## src/rtl/nap_arb_pkg.sv

```systemverilog
// nap_arb_pkg: AXI encodings and the AR record shared by the NAP arbiters
package nap_arb_pkg;
  localparam logic [1:0] AXI_BURST_INCR = 2'b01;
  localparam logic [1:0] AXI_RESP_OKAY = 2'b00;
  localparam logic [1:0] AXI_RESP_EXOKAY = 2'b01;
  localparam logic [1:0] AXI_RESP_SLVERR = 2'b10;
  localparam logic [1:0] AXI_RESP_DECERR = 2'b11;
  localparam int AR_ADDR_MAX = 64;
  localparam int AR_ID_MAX = 16;
  typedef struct packed {
    logic [AR_ADDR_MAX-1:0] addr;
    logic [7:0] len;
    logic [2:0] size;
    logic [AR_ID_MAX-1:0] id;
  } ar_t;
endpackage

```

## src/rtl/rr_arbiter.sv

```systemverilog
// rr_arbiter: round-robin arbiter, priority starts at ptr and moves past the winner on advance
module rr_arbiter #(
  parameter int N = 4,
  parameter int IW = $clog2(N)
) (
  input  logic          clk,
  input  logic          rst,
  input  logic [N-1:0]  req,
  input  logic          advance,
  output logic [N-1:0]  grant,
  output logic [IW-1:0] idx
);
  logic [IW-1:0] ptr;
  logic found;
  always_comb begin
    idx = '0;
    found = 1'b0;
    for (int i = 0; i < N; i++)
      if (!found && req[(int'(ptr) + i) % N]) begin
        found = 1'b1;
        idx = IW'((int'(ptr) + i) % N);
      end
    grant = found ? N'(1) << idx : '0;
  end
  always_ff @(posedge clk)
    if (rst) ptr <= '0;
    else if (advance && found) ptr <= idx == IW'(N - 1) ? '0 : idx + 1'b1;
endmodule

```

## src/rtl/nap_read_arbiter.sv

```systemverilog
// nap_read_arbiter: shares one NAP AR/R channel pair between NUM_REQ requesters via RID tagging
module nap_read_arbiter
  import nap_arb_pkg::*;
#(
  parameter int NUM_REQ = 4,
  parameter int ADDR_WIDTH = 42,
  parameter int DATA_WIDTH = 256,
  parameter int ID_WIDTH = 8,
  parameter int TAG_WIDTH = $clog2(NUM_REQ),
  parameter int MAX_OUTST = 8
) (
  input  logic                                   i_clk,
  input  logic                                   i_reset,
  input  logic [NUM_REQ-1:0]                     i_req_arvalid,
  output logic [NUM_REQ-1:0]                     o_req_arready,
  input  logic [NUM_REQ*ADDR_WIDTH-1:0]          i_req_araddr,
  input  logic [NUM_REQ*8-1:0]                   i_req_arlen,
  input  logic [NUM_REQ*3-1:0]                   i_req_arsize,
  input  logic [NUM_REQ*(ID_WIDTH-TAG_WIDTH)-1:0] i_req_arid,
  output logic [NUM_REQ-1:0]                     o_req_rvalid,
  input  logic [NUM_REQ-1:0]                     i_req_rready,
  output logic [DATA_WIDTH-1:0]                  o_req_rdata,
  output logic [1:0]                             o_req_rresp,
  output logic                                   o_req_rlast,
  output logic [ID_WIDTH-TAG_WIDTH-1:0]          o_req_rid,
  output logic                                   nap_arvalid,
  input  logic                                   nap_arready,
  output logic [ADDR_WIDTH-1:0]                  nap_araddr,
  output logic [7:0]                             nap_arlen,
  output logic [2:0]                             nap_arsize,
  output logic [1:0]                             nap_arburst,
  output logic [ID_WIDTH-1:0]                    nap_arid,
  output logic [3:0]                             nap_arqos,
  output logic                                   nap_arlock,
  input  logic                                   nap_rvalid,
  output logic                                   nap_rready,
  input  logic [DATA_WIDTH-1:0]                  nap_rdata,
  input  logic [1:0]                             nap_rresp,
  input  logic [ID_WIDTH-1:0]                    nap_rid,
  input  logic                                   nap_rlast,
  output logic [NUM_REQ*4-1:0]                   o_outstanding,
  output logic                                   o_tag_error
);
  localparam int LW = ID_WIDTH - TAG_WIDTH;
  logic [3:0] cnt [NUM_REQ];
  logic [NUM_REQ-1:0] elig, grant;
  logic [TAG_WIDTH-1:0] win, tag;
  logic can_accept, accept, tag_ok, r_last_hs;
  ar_t ar_d, ar_q;
  logic unused_ar;
  always_comb
    for (int k = 0; k < NUM_REQ; k++) elig[k] = i_req_arvalid[k] && int'(cnt[k]) < MAX_OUTST;
  assign can_accept = !i_reset && (!nap_arvalid || nap_arready);
  rr_arbiter #(.N(NUM_REQ), .IW(TAG_WIDTH)) u_rr (
    .clk(i_clk), .rst(i_reset), .req(elig), .advance(can_accept), .grant(grant), .idx(win)
  );
  assign o_req_arready = can_accept ? grant : '0;
  assign accept = |o_req_arready;
  always_comb begin
    ar_d = '0;
    ar_d.addr[ADDR_WIDTH-1:0] = i_req_araddr[win*ADDR_WIDTH +: ADDR_WIDTH];
    ar_d.len = i_req_arlen[win*8 +: 8];
    ar_d.size = i_req_arsize[win*3 +: 3];
    ar_d.id[ID_WIDTH-1:0] = {win, i_req_arid[win*LW +: LW]};
  end
  always_ff @(posedge i_clk)
    if (i_reset) nap_arvalid <= 1'b0;
    else if (accept) nap_arvalid <= 1'b1;
    else if (nap_arready) nap_arvalid <= 1'b0;
  always_ff @(posedge i_clk)
    if (accept) ar_q <= ar_d;
  assign nap_araddr = ar_q.addr[ADDR_WIDTH-1:0];
  assign nap_arlen = ar_q.len;
  assign nap_arsize = ar_q.size;
  assign nap_arid = ar_q.id[ID_WIDTH-1:0];
  assign nap_arburst = AXI_BURST_INCR;
  assign nap_arqos = 4'd0;
  assign nap_arlock = 1'b0;
  assign unused_ar = ^ar_q;
  // Beats carrying an unknown tag are swallowed so the NAP never stalls on them
  assign tag = nap_rid[ID_WIDTH-1 -: TAG_WIDTH];
  assign tag_ok = int'(tag) < NUM_REQ;
  assign o_req_rvalid = nap_rvalid && tag_ok ? NUM_REQ'(1) << tag : '0;
  assign nap_rready = tag_ok ? i_req_rready[tag] : 1'b1;
  assign o_req_rdata = nap_rdata;
  assign o_req_rresp = nap_rresp;
  assign o_req_rlast = nap_rlast;
  assign o_req_rid = nap_rid[LW-1:0];
  assign r_last_hs = nap_rvalid && nap_rready && nap_rlast && tag_ok;
  always_ff @(posedge i_clk)
    if (i_reset) o_tag_error <= 1'b0;
    else if (nap_rvalid && !tag_ok) o_tag_error <= 1'b1;
  always_ff @(posedge i_clk)
    for (int k = 0; k < NUM_REQ; k++)
      if (i_reset) cnt[k] <= '0;
      else cnt[k] <= cnt[k] + {3'b0, o_req_arready[k]} - {3'b0, r_last_hs && int'(tag) == k};
  for (genvar g = 0; g < NUM_REQ; g++) begin : g_out
    assign o_outstanding[g*4 +: 4] = cnt[g];
  end
endmodule

```

## config.mk

```make
export PLATFORM = sky130hd
export DESIGN_NAME = nap_read_arbiter
export DESIGN_NICKNAME = d
export VERILOG_FILES = /design/src/rtl/nap_arb_pkg.sv /design/src/rtl/rr_arbiter.sv /design/src/rtl/nap_read_arbiter.sv
export SDC_FILE = /design/constraint.sdc
export NUM_CORES = 1
export LEC_CHECK = 0
export BUFFER_PORTS_ARGS = -buffer_cell sky130_fd_sc_hd__buf_4
export CORE_AREA = 8 8 332 334
export CTS_CLUSTER_SIZE = 28
export DETAILED_ROUTE_END_ITERATION = 7
export DIE_AREA = 0 0 340 342
export GPL_TIMING_DRIVEN = 1
export HOLD_SLACK_MARGIN = 0.15
export PLACE_DENSITY = 0.33
export SETUP_SLACK_MARGIN = 0.1
export SYNTH_ARGS = -nofsm -noshare
export SYNTH_HDL_FRONTEND = slang
export SYNTH_SLANG_ARGS = --single-unit
```

## constraint.sdc

```tcl
create_clock -name i_clk -period 9.4 [get_ports i_clk]
set_clock_uncertainty 0.1 [all_clocks]
set_input_delay 0.94 -clock i_clk [delete_from_list [all_inputs] [get_ports i_clk]]
set_output_delay 0.94 -clock i_clk [all_outputs]
set_load 0.01 [all_outputs]
```

Yosys cells after proc, flatten, opt, wreduce, memory -nomap -nowiden
Memory sizes are Yosys's and may differ from the RTL's.
Index checks and enable logic that the tools add are counted.
{ "op_classes": {"bitwise": 7, "shift": 6, "n_reduce_logical": 27, "eq_ne": 4, "add_sub_neg": 12, "n_lt_le_gt_ge": 9, "mux": 34, "multipliers": 3} }
{ "ops": {"columns": ["operator", "count"], "rows": [
  ["168-bit by 9-bit variable part select with 42-bit output", 1],
  ["32-bit by 6-bit variable part select with 8-bit output", 1],
  ["4-bit two-way mux", 7],
  ["24-bit by 6-bit variable part select with 6-bit output", 1],
  ["1-bit two-way mux", 17],
  ["4-bit by 1-bit adder with 4-bit output", 4],
  ["4-bit less-than comparator, second input constant", 4],
  ["4-bit by 1-bit subtractor with 4-bit output", 4],
  ["1-bit logical AND", 15],
  ["3-bit by 4-bit less-than comparator with 1-bit output, second input constant", 3],
  ["12-bit by 5-bit variable part select with 3-bit output", 1],
  ["1-bit binary-select mux with 2-bit select", 5],
  ["2-bit two-way mux", 5],
  ["2-bit by 2-bit multiplier with 4-bit output, second input constant", 2],
  ["1-bit by 2-bit left shift with 4-bit output, first input constant", 2],
  ["2-bit by 5-bit multiplier with 7-bit output, second input constant", 1],
  ["2-bit == test, second input constant", 3],
  ["2-bit by 3-bit less-than comparator with 1-bit output, second input constant", 2],
  ["2-bit OR reduction", 3],
  ["1-bit logical NOT", 5],
  ["2-bit by 1-bit adder with 2-bit output, second input constant", 2],
  ["2-bit adder, second input constant", 2],
  ["1-bit OR", 4],
  ["4-bit OR reduction", 1],
  ["other kinds (5)", 7]
]} }
{ "totals": {"reg_bits": 64, "out_inout_bits": 360, "inputBits": 515, "memories": 1, "ram_bits": 16} }
{ "mem_list": {"columns": ["memory", "depth", "width", "rd", "rd_ports_with_merged_regs", "wr", "line", "rtl"], "rows": [
  ["cnt", 4, 4, 4, 0, 4, "nap_read_arbiter.sv:45", "logic [3:0] cnt [NUM_REQ];"]
]} }

Depth between registers and ports, before layout
Gate-level depths: netlist (run 1).
An unclocked memory read counts as a cell.
{ "logic_depth": {"ltp_word": 21, "ltp_mapped": 14} }

Cells and area by module
A second synthesis (run 1) with hierarchy kept.
{ "unflattened": {"cells_unflattened": 572, "area_unflattened_um2": 6786.5} }
{ "by_module_without_submodules": {"columns": ["module", "cells_each", "area_per_inst_um2", "seq_area_each_um2", "n_inst"], "rows": [
  ["nap_read_arbiter", 538, 6458.7, 2172.1, 1],
  ["rr_arbiter", 34, 327.8, 40.0, 1]
]} }

Worst setup path after synthesis (run 1)
OpenSTA, ideal clock, no wires.
{ "synth_path": {"path_kind": "in2reg", "start": "input i_req_arvalid[3]", "end": "register ar_q (netlist bit nap_araddr[0]), enable pin", "slack_ns": 5.213, "cell_stages": 9, "arrival_ns": 3.656, "path_cell_list": "nor2b_1 o221ai_1 a21o_1 buf_6 buf_6 buf_6 inv_1 ha_1 o41a_1"} }
{ "synth_between": {"elab_chain_len": 17, "word_cells_on_any_way": 30, "classes_between": "1 x shift; 21 x mux; 8 x reduce/logical"} }
{ "synth_rtl": {"columns": ["item", "line", "rtl"], "rows": [
  ["start, declared", "nap_read_arbiter.sv:14", "input logic [NUM_REQ-1:0] i_req_arvalid,"],
  ["1-bit logical AND (*)", "nap_read_arbiter.sv:52", "for (int k = 0; k < NUM_REQ; k++) elig[k] = i_req_arvalid[k] && int'(cnt[k]) < MAX_OUTST;"],
  ["1-bit binary-select mux with 2-bit select", "rr_arbiter.sv:19", "if (!found && req[(int'(ptr) + i) % N]) begin"],
  ["1-bit two-way mux (implied by the code)", "rr_arbiter.sv:19", null],
  ["1-bit two-way mux", "rr_arbiter.sv:19", null],
  ["1-bit logical NOT", "rr_arbiter.sv:19", null],
  ["1-bit logical AND", "rr_arbiter.sv:19", null],
  ["1-bit two-way mux", "rr_arbiter.sv:19", null],
  ["1-bit logical NOT", "rr_arbiter.sv:19", null],
  ["[... 2 more ...]", null, null],
  ["1-bit logical NOT", "rr_arbiter.sv:19", null],
  ["1-bit logical AND", "rr_arbiter.sv:19", null],
  ["2-bit two-way mux", "rr_arbiter.sv:19", null],
  ["1-bit by 2-bit left shift with 4-bit output", "rr_arbiter.sv:23", "grant = found ? N'(1) << idx : '0;"],
  ["4-bit two-way mux (*)", "rr_arbiter.sv:23", null],
  ["4-bit two-way mux (*)", "nap_read_arbiter.sv:57", "assign o_req_arready = can_accept ? grant : '0;"],
  ["4-bit OR reduction (*)", "nap_read_arbiter.sv:58", "assign accept = |o_req_arready;"],
  ["named net accept", "nap_read_arbiter.sv:48", "logic can_accept, accept, tag_ok, r_last_hs;"],
  ["end signal, assigned", "nap_read_arbiter.sv:71", "if (accept) ar_q <= ar_d;"],
  ["end, declared", "nap_read_arbiter.sv:49", "ar_t ar_d, ar_q;"]
]} }
Mark *: on every way through the listed nets, which the timed path passes. The rest lies on a longest branch. The select of a mux whose other input is x is not followed.
A chain may end at the register's enable or synchronous reset.

Worst setup path in the final report (run 1)
{ "layout_path": {"start": "input i_req_arvalid[1]", "end": "output o_req_arready[2]"} }
{ "layout_between": {"elab_chain_len": 16, "word_cells_on_any_way": 29, "classes_between": "1 x shift; 21 x mux; 7 x reduce/logical"} }
{ "layout_rtl": {"columns": ["item", "line", "rtl"], "rows": [
  ["1-bit logical AND (*)", "nap_read_arbiter.sv:52", null],
  ["1-bit binary-select mux with 2-bit select", "rr_arbiter.sv:19", null],
  ["1-bit two-way mux (implied by the code)", "rr_arbiter.sv:19", null],
  ["1-bit two-way mux", "rr_arbiter.sv:19", null],
  ["1-bit logical NOT", "rr_arbiter.sv:19", null],
  ["1-bit logical AND", "rr_arbiter.sv:19", null],
  ["1-bit two-way mux", "rr_arbiter.sv:19", null],
  ["1-bit logical NOT", "rr_arbiter.sv:19", null],
  ["1-bit logical AND", "rr_arbiter.sv:19", null],
  ["1-bit two-way mux", "rr_arbiter.sv:19", null],
  ["1-bit logical NOT", "rr_arbiter.sv:19", null],
  ["1-bit logical AND", "rr_arbiter.sv:19", null],
  ["2-bit two-way mux", "rr_arbiter.sv:19", null],
  ["1-bit by 2-bit left shift with 4-bit output", "rr_arbiter.sv:23", null],
  ["4-bit two-way mux (*)", "rr_arbiter.sv:23", null],
  ["4-bit two-way mux (*)", "nap_read_arbiter.sv:57", null],
  ["end, declared", "nap_read_arbiter.sv:15", "output logic [NUM_REQ-1:0] o_req_arready,"]
]} }
Every way passes the cells marked *; elsewhere a longest branch is shown, timed or not. The select of a mux whose other input is x is not followed.

==> results.py, run 1 <==
metrics = {
    "sta": {
        "finalCriticalPeriod_ns": 4.52,
        "slew_headroom": 0.304,
        "drv_slew": 0,
        "setup_viol": 0,
        "worst_hold_slack_ns": 0.410,
        "rsz0062_at_grt": "false",
        "fmaxAchievable_ghz": 0.221,
        "tightest_slew_ns": 1.04,
        "tns_ns": 0,
        "post-route-period-util": 0.481,
        "worst_slack_ns": 4.88,
        "hold_violations": 0,
    },
    "critical_path": {
        "end_kind": "output port",
        "start_kind": "primary input",
        "crit_fanout": 20,
        "r2r_cells": 7,
        "required_ns": 8.36,
        "arrival_ns": 3.48,
        "worstSetupPathType": "primary input to output port",
    },
    "yosys": {
        "yosys_register_bits": 80,
        "yosys_warnings": 0,
        "ys_async_sr_fraction": 0,
        "netlist_area_sq_um": 7140,
        "ys_seq_area_frac": 0.310,
        "yosys-top-cells-count": "buf_4 (273), mux2i_1 (177), edfxtp_1 (61)",
        "synth_edf_count": 61,
        "yosys.area.top_type": "buf_4",
        "ys.flop_type": "edfxtp_1",
        "yosysMostFrequentCell": "buf_4",
        "ys_types": 39,
        "synthTopCellsByArea": "buf_4 (29%), edfxtp_1 (26%), mux2i_1 (25%)",
        "postSynthCellCount": 684,
        "synth.top_cell.area_share": 0.287,
        "postSynthAreaPerCell_sq_um": 10.4,
    },
    "die": {
        "num_rows": 119,
        "core_sq_um": 105000,
        "ios": 875,
        "die_h_microns": 342,
        "start_util": 0.0682,
        "dieArea_sq_um": 116000,
        "fp.dieW_microns": 340,
    },
    "route": {
        "wl_per_cell_microns": 21.8,
        "drtIter0Drc": 76,
        "via_per_inst": 2.28,
        "vias": 4906,
        "wl_microns": 46700,
        "antenna_left": 0,
        "route.detailed.drc": 0,
        "drt_pre_antenna_iters": 4,
    },
    "placed_design": {
        "gp_congestion": 0.867,
        "hpwlAfterDp_microns": 41200,
        "portBuffers": 338,
        "dp_slack_ns": 4.55,
        "placedCellCount": 2130,
    },
    "layout": {
        "drive_gt1_frac": 0.490,
        "final_cells": 2148,
        "finalNetCount": 1286,
        "syn_to_final_growth_pct": 34.8,
        "nFillCells": 12135,
    },
    "grt": {
        "overflow": 0,
        "antenna_found_initial": 3,
        "grt_use_total": 0.0761,
        "grt_max_degree": 63,
        "grt_pass1_wl_microns": 58400,
        "grt_pass1_vias": 5425,
    },
    "pwr": {
        "power_mw": 2.09,
        "irDropWorstVdd_v": 0.000157,
        "power.density_nw_per_um2": 218,
        "power_leakage_nw": 4.21,
    },
    "clock_tree": {
        "clk_latency_ns": 0.39,
        "ctsRootBufferMaster": "clkbuf_16",
        "clockBufferDepth": 2,
        "cts.sinks": 80,
        "clk_pin_slew_worst_paths_ns": 0.08,
        "cts_buffers": 9,
        "cts_resized": 0,
        "hold_buffers": 0,
        "tritoncts": "yes",
        "h-tree-depth": 3,
        "cts_setup_buffers": 0,
    },
    "status": {
        "outcome": "completed",
    },
    "hold_path": {
        "holdPathStages": 2,
        "hold_path_class": "flip-flop to flip-flop",
    },
    "run": {
        "max_cap_viol_count": 0,
    },
}
==> worst max-delay path: stages <==
cell and delay, ns:
buf_4 0.11, nor2b_2 0.17, o221ai_1 0.29, a21o_4 0.43, nand2_1 0.39, nor3_1 0.87, buf_4 0.26
==> final timing paths <==
kind,startpoint,endpoint,slack (ns)
max reg2reg,cnt[0][3],nap_arsize[0],5.42
max,i_req_arvalid[1],o_req_arready[2],4.88
min reg2reg,u_rr.ptr[1],u_rr.ptr[1],0.41
min,u_rr.ptr[1],u_rr.ptr[1],0.41
==> per-layer routing <==
metal	global-route usage	wire length [microns]	part of all wire	up-vias
li1	-	-	-	2166
met1	0.0572	12700	0.27	2127
met2	0.139	24200	0.52	518
met3	0.0618	7910	0.17	95
met4	0.0330	1830	0.039	0
met5	0.00125	0	0	-
==> stage by stage <==
step | utilization | instance area (sq um)
floorplan | - | 7160
global placement | 0.0887 | 9290
detailed placement | 0.0887 | 9290
CTS | 0.0919 | 9620
global route | 0.0919 | 9620
finish | 0.0920 | 9630
==> state kept, by name (all words and copies together) (netlist names) <==
name / flops
nap_arlen: 8
nap_arsize: 3
nap_araddr: 42
u_rr.ptr: 2
nap_arid: 8
cnt: 16
nap_arvalid: 1
==> cells by family (layout without fill, tap and decap cells) <==
kind of cell / Yosys count / in the layout / share of synthesized area
xor gates and xnor gates: 12 / 12 / 0.0147
AOI/OAI and AO/OA: 18 / 18 / 0.0186
DFF: 80 / 80 / 0.310
buffers and inverters: 325 / 390 / 0.326
and+or+nand+nor: 48 / 48 / 0.0373
muxes: 178 / 178 / 0.251
adders and majority gates: 21 / 21 / 0.0410
other: 2 / 10 / 0.00105
==> power breakdown <==
group	switching, mW	internal [mW]	total, mW	leakage, nW
Clock	0.212	0.239	0.451	0.160
Combinational	0.537	0.496	1.03	3.31
Sequential	0.0608	0.549	0.610	0.739
Total	0.809	1.28	2.09	4.21
==> final cells by class <==
cell class                 count  area, sq um  share of cell area
multi-input combinational    285         2630               0.273
sequential                    80         2210               0.230
clock inverter                 7          110              0.0114
antenna                        2         5.00            0.000520
tap                         1391         1740               0.181
clock buffer                   9          225              0.0234
inverter                      28          105              0.0109
timing repair buffer         346         2600               0.270
==> placed cells by master (no fill, tap or decap), types with 2 or more instances in the layout <==
| cell type | count |
|---|---|
| a21o_1 | 4 |
| a21oi_1 | 5 |
| and3b_1 | 3 |
| buf_4 | 346 |
| bufinv_16 | 2 |
| clkbuf_16 | 9 |
| conb_1 | 8 |
| dfxtp_1 | 19 |
| diode_2 | 2 |
| edfxtp_1 | 61 |
| fa_1 | 4 |
| ha_1 | 17 |
| inv_1 | 28 |
| inv_6 | 3 |
| mux2i_1 | 177 |
| nand2_1 | 4 |
| nand2b_1 | 2 |
| nor2_1 | 18 |
| nor2b_1 | 7 |
| nor3_1 | 2 |
| nor3b_1 | 5 |
| o221ai_1 | 2 |
| xnor2_1 | 4 |
| xor2_1 | 8 |
Power figures use the tool's default switching activity.
==> run 2, diff against run 1 <==
Settings changed: CORE_AREA 8 8 332 334 to 8 8 331 333, DIE_AREA 0 0 340 342 to 0 0 339 341.
Clock period 9.4 ns to 4.46 ns, I/O delays scaled along.
==> run 2 against run 1 <==
  * Routed wire length shrank 4.1%
  * Utilization is essentially flat
  * Combinational power grew 120%
  * Worst setup slack lost 3.4 ns
  * Critical path depth shrank 2
  * Cell area shrank 0.43%
  * Sequential cell count is the same
  * Largest power group unchanged
==> results.py, run 2 (synthesis gave the netlist of run 1 again) <==
metrics = {
    "critical_path": {
        "crit_path_cell_trace": "nor2b_1, nor2_1, a311oi_2, nor3b_1, buf_4",
        "worstSetupPathType": "flip-flop to output port",
        "max_stage_delay_ns": 0.59,
        "arrival_ns": 2.46,
        "end_kind": "output port",
        "critPathTopFamily": "simple AND/OR/NAND/NOR gates",
        "start_kind": "flip-flop",
        "cp.buffers_inverters": 1,
        "crit_fanout": 8,
        "required_ns": 3.91,
        "cp_slowest_cell": "nor3b_1",
    },
    "sta": {
        "hold_violations": 0,
        "tightest_slew_ns": 0.980,
        "tns_ns": 0,
        "slew_headroom": 0.347,
        "rsz0062_at_grt": "false",
        "drv_slew": 0,
        "finalCriticalPeriod_ns": 3.00,
        "fmaxAchievable_ghz": 0.333,
        "post-route-period-util": 0.673,
        "setup_viol": 0,
    },
    "clock_tree": {
        "clockBufferDepth": 2,
        "hold_buffers": 0,
        "tritoncts": "yes",
        "clk_pin_slew_worst_paths_ns": 0.07,
        "cts_setup_buffers": 0,
        "cts_buffers": 9,
        "cts_resized": 0,
        "h-tree-depth": 3,
        "cts.sinks": 80,
        "ctsRootBufferMaster": "clkbuf_16",
        "clk_latency_ns": 0.37,
    },
    "route": {
        "drtIter0Drc": 147,
        "wl_microns": 44800,
        "via_per_inst": 2.27,
        "vias": 4860,
        "antenna_left": 0,
        "wl_per_cell_microns": 20.9,
        "route.detailed.drc": 0,
        "drt_pre_antenna_iters": 4,
    },
    "layout": {
        "nFillCells": 12087,
        "diodes": 0,
        "final_cells": 2145,
        "final_cell_mix": "buf_4 (343), mux2i_1 (177), edfxtp_1 (61), inv_1 (28), dfxtp_1 (19)",
        "drive_gt1_frac": 0.488,
        "ff_latch_area_sq_um": 2210,
        "multi_input_area_sq_um": 2630,
        "largest_reg_flops": 42,
        "final_common_cell": "buf_4",
        "syn_to_final_growth_pct": 34.2,
        "finalNetCount": 1285,
    },
    "placed_design": {
        "portBuffers": 338,
        "hpwlAfterDp_microns": 40300,
        "placedCellCount": 2129,
        "gp_congestion": 0.896,
    },
    "die": {
        "start_util": 0.0684,
        "fp.dieW_microns": 339,
        "die_h_microns": 341,
        "core_sq_um": 104000,
        "ios": 875,
        "num_rows": 119,
        "dieArea_sq_um": 116000,
    },
    "hold_path": {
        "hold_path_class": "primary input to flip-flop",
    },
    "grt": {
        "grt_max_degree": 68,
        "overflow": 0,
        "antenna_found_initial": 0,
        "grt_pass1_wl_microns": 56900,
        "grt_use_total": 0.0737,
        "grt_pass1_vias": 5469,
    },
    "pwr": {
        "comb_power_share": 0.522,
        "irDropWorstVdd_v": 0.000245,
        "p_clk_frac": 0.179,
        "swShare": 0.389,
        "seq_power_share": 0.299,
        "p_sw_mw": 1.66,
        "power.density_nw_per_um2": 444,
        "intPower_mw": 2.60,
        "power_leakage_nw": 4.18,
    },
    "status": {
        "outcome": "completed",
    },
    "run": {
        "max_cap_viol_count": 0,
    },
}
## run 2: changes by cell type in the layout (fill, tap and decap cells not counted)
cell        delta
inv_6          -2
clkinv_8       -1
bufinv_16      -2
clkbuf_1       +1
clkinvlp_4     +1
buf_4          -3
diode_2        -2
inv_8          +1
clkinv_4       +2
buf_12         +2
## run 2: final timing paths
path / start / endpoint / slack (ns) / cells after the start
min reg2reg: u_rr.ptr[1] / u_rr.ptr[1] / 0.43 / 2
min: i_reset / cnt[3][1] / 0.31 / 2
max: cnt[3][3] / o_req_arready[1] / 1.46 / 5
max reg2reg: cnt[1][3] / nap_araddr[14] / 1.46 / 7
## run 2: final cells by class
type,count,share of cell area
multi-input combinational,285,0.274
timing repair buffer,345,0.273
sequential,80,0.231
tap,1391,0.182
clock buffer,10,0.0239
inverter,28,0.0110
clock inverter,6,0.00548
## run 2: per-stage QoR
stage,instance area [sq um],util,power [mW],setup WS [ns],hold slack [ns]
finish,9580,0.0918,4.26,1.46,0.308
global route,9580,0.0918,4.60,1.08,0.295
CTS,9580,0.0918,4.43,1.26,0.262
detailed placement,9300,0.0891,3.61,1.03,0.425
global placement,9300,0.0891,3.61,1.05,0.427
floorplan,7160,-,2.84,0.767,0.371
## run 2: power by group through the flow
| stage | combinational [mW] | sequential [mW] | clock (mW) |
|---|---|---|---|
| floorplan | 1.45 | 1.39 | 0 |
| global placement | 2.32 | 1.29 | 0 |
| detailed placement | 2.31 | 1.30 | 0 |
| CTS | 2.32 | 1.28 | 0.835 |
| global route | 2.44 | 1.31 | 0.859 |
| finish | 2.22 | 1.27 | 0.763 |
## run 2: routing by layer
metal / vias to the layer above / wire length, microns / global-route usage
met5: - / 0 / 0
met4: 0 / 1360 / 0.0252
met3: 77 / 7910 / 0.0635
met2: 517 / 24500 / 0.140
met1: 2105 / 11100 / 0.0511
li1: 2161 / - / -
==> run 3, diff against run 2 <==
Clock period 4.46 ns to 3.1 ns, I/O delays scaled along.
==> run 3 against run 2 <==
  * Die area stayed put
  * Combinational power grew 47%
  * Sequential share of layout area shrank 1.2 points
  * Critical path type is now flip-flop to flip-flop
  * Critical endpoint is now nap_arid[1]
==> results.py, run 3 (synthesis gave the netlist of run 1 again) <==
metrics = {
    "critical_path": {
        "path_common_cell": "mux2i_1",
        "start_kind": "flip-flop",
        "worstSetupPathType": "flip-flop to flip-flop",
        "end_kind": "flip-flop",
        "reg2reg_to": "nap_arid[1]",
        "rrSetupSlack_ns": 0.28,
        "r2r_cells": 8,
        "r2r-start": "cnt[2][3]",
        "max_stage_delay_ns": 0.56,
        "crit_path_cell_trace": "nand2b_1, o221ai_1, a21o_4, buf_12, buf_4, mux2i_1, dlygate4sd3_1, mux2i_1",
        "cp_slowest_cell": "dlygate4sd3_1",
        "arrival_ns": 2.84,
        "required_ns": 3.12,
        "crit_fanout": 35,
    },
    "hold_path": {
        "min_from": "i_req_araddr[65]",
        "hold_path_class": "primary input to flip-flop",
        "holdPathStages": 3,
        "min_to": "nap_araddr[23]",
    },
    "sta": {
        "tightest_slew_ns": 0.653,
        "slew_headroom": 0.565,
        "setup_viol": 0,
        "fmaxAchievable_ghz": 0.355,
        "rsz0062_at_grt": "false",
        "worst_slack_ns": 0.284,
        "hold_violations": 0,
        "drv_slew": 0,
        "tns_ns": 0,
        "post-route-period-util": 0.908,
        "finalCriticalPeriod_ns": 2.82,
    },
    "die": {
        "core_sq_um": 104000,
        "start_util": 0.0684,
        "fp.dieW_microns": 339,
        "dieArea_sq_um": 116000,
        "ios": 875,
        "num_rows": 119,
        "die_h_microns": 341,
    },
    "layout": {
        "final_common_cell": "buf_4",
        "nFillCells": 12038,
        "ff_latch_area_sq_um": 2210,
        "fin_area_sq_um": 10100,
        "multi_input_area_sq_um": 2640,
        "syn_to_final_growth_pct": 41.5,
        "final_cell_mix": "buf_4 (345), mux2i_1 (177), edfxtp_1 (61), dlygate4sd3_1 (41), inv_1 (28)",
        "finalNetCount": 1330,
        "largest_reg_flops": 42,
        "drive_gt1_frac": 0.467,
    },
    "route": {
        "drt_pre_antenna_iters": 4,
        "wl_per_cell_microns": 20.3,
        "vias": 5082,
        "drtIter0Drc": 124,
        "wl_microns": 44500,
        "top_layer_used": "met4",
        "route.detailed.drc": 0,
        "wl_met2_microns": 24400,
        "antenna_left": 0,
        "via_per_inst": 2.32,
        "wl_met1_microns": 11100,
        "wl_met3_microns": 7370,
    },
    "grt": {
        "antenna_found_initial": 1,
        "overflow": 0,
        "grt_pass1_vias": 5648,
        "grt_pass1_wl_microns": 56800,
        "grt_use_total": 0.0732,
        "grt_max_degree": 63,
    },
    "pwr": {
        "p_sw_mw": 2.39,
        "power_mw": 6.38,
        "swShare": 0.375,
        "power_leakage_nw": 4.42,
        "p_clk_frac": 0.202,
        "seq_power_share": 0.285,
        "comb_power_share": 0.513,
        "power.density_nw_per_um2": 631,
        "irDropWorstVdd_v": 0.000310,
        "intPower_mw": 3.99,
    },
    "clock_tree": {
        "clk_latency_ns": 0.39,
        "tritoncts": "yes",
        "cts.sinks": 80,
        "ctsRootBufferMaster": "clkbuf_16",
        "h-tree-depth": 3,
        "clk_pin_slew_worst_paths_ns": 0.10,
        "clockBufferDepth": 2,
        "cts_setup_buffers": 0,
        "cts_buffers": 9,
    },
    "placed_design": {
        "gp_congestion": 0.865,
        "portBuffers": 338,
        "hpwlAfterDp_microns": 39400,
        "dp_slack_ns": 0.331,
        "placed_cell_area_sq_um": 9370,
    },
    "run": {
        "max_cap_viol_count": 0,
    },
    "status": {
        "outcome": "completed",
    },
}
-- run 3: changes by cell type in the layout (fill, tap and decap cells not counted), moves of 2 or more --
cell / delta
dlygate4sd3_1: +41
buf_12: +2
buf_4: +2
bufinv_16: +2
clkinvlp_4: -2
-- run 3: area by class of cell --
cell class / count / share of cell area
antenna: 1 / 0.000248
timing repair buffer: 390 / 0.305
tap: 1391 / 0.172
sequential: 80 / 0.219
clock buffer: 9 / 0.0223
clock inverter: 7 / 0.00941
multi-input combinational: 285 / 0.261
inverter: 28 / 0.0104
-- run 3: power groups by stage --
stage / clock network, mW / logic, mW / registers [mW]
3_5_place_dp: 0 / 3.33 / 1.85
4_1_cts: 1.40 / 3.40 / 1.83
6_report: 1.29 / 3.27 / 1.82
3_3_place_gp: 0 / 3.34 / 1.84
5_1_grt: 1.43 / 3.58 / 1.86
2_1_floorplan: 0 / 2.09 / 1.99
-- run 3: stage by stage --
stage	hold WS, ns	std cells	util
detailed placement	0.411	2133	0.0897
floorplan	0.371	690	-
finish	0.195	2191	0.0968
global placement	0.419	2133	0.0897
CTS	0.150	2190	0.0967
global route	0.166	2190	0.0968
-- run 3: critical path: cells and delay by family (launching register included) --
family                 cells  cell delay (ns)
and+or+nand+nor            1             0.23
AOI/OAI and AO/OA          2             0.42
buffers and inverters      3             1.11
muxes                      2             0.26
DFF                        1             0.41
-- run 3: worst max-delay path by stage --
| stage | startpoint | to | slack [ns] | depth (start not counted) |
|---|---|---|---|---|
| 2_1_floorplan | cnt[0][3] | nap_arvalid | 0.19 | 10 |
| 3_3_place_gp | nap_rid[6] | cnt[1][3] | 0.33 | 11 |
| 3_5_place_dp | nap_rid[6] | cnt[1][3] | 0.33 | 11 |
| 4_1_cts | cnt[1][3] | nap_araddr[15] | 0.21 | 8 |
| 5_1_grt | cnt[2][3] | nap_arid[1] | 0.10 | 8 |
| 6_report | cnt[2][3] | nap_arid[1] | 0.28 | 8 |
-- run 3: what timing repair did --
item | CTS | global route
gates resized for setup | 0 | 1
setup endpoints to repair | 0 | 2
hold endpoints to repair | 29 | 0
hold buffers | 41 | 0
-- run 3: per-layer routing --
metal  track usage  up-vias
met3        0.0606       82
met5             0        -
li1              -     2264
met4        0.0285        0
met2         0.140      549
met1        0.0501     2187
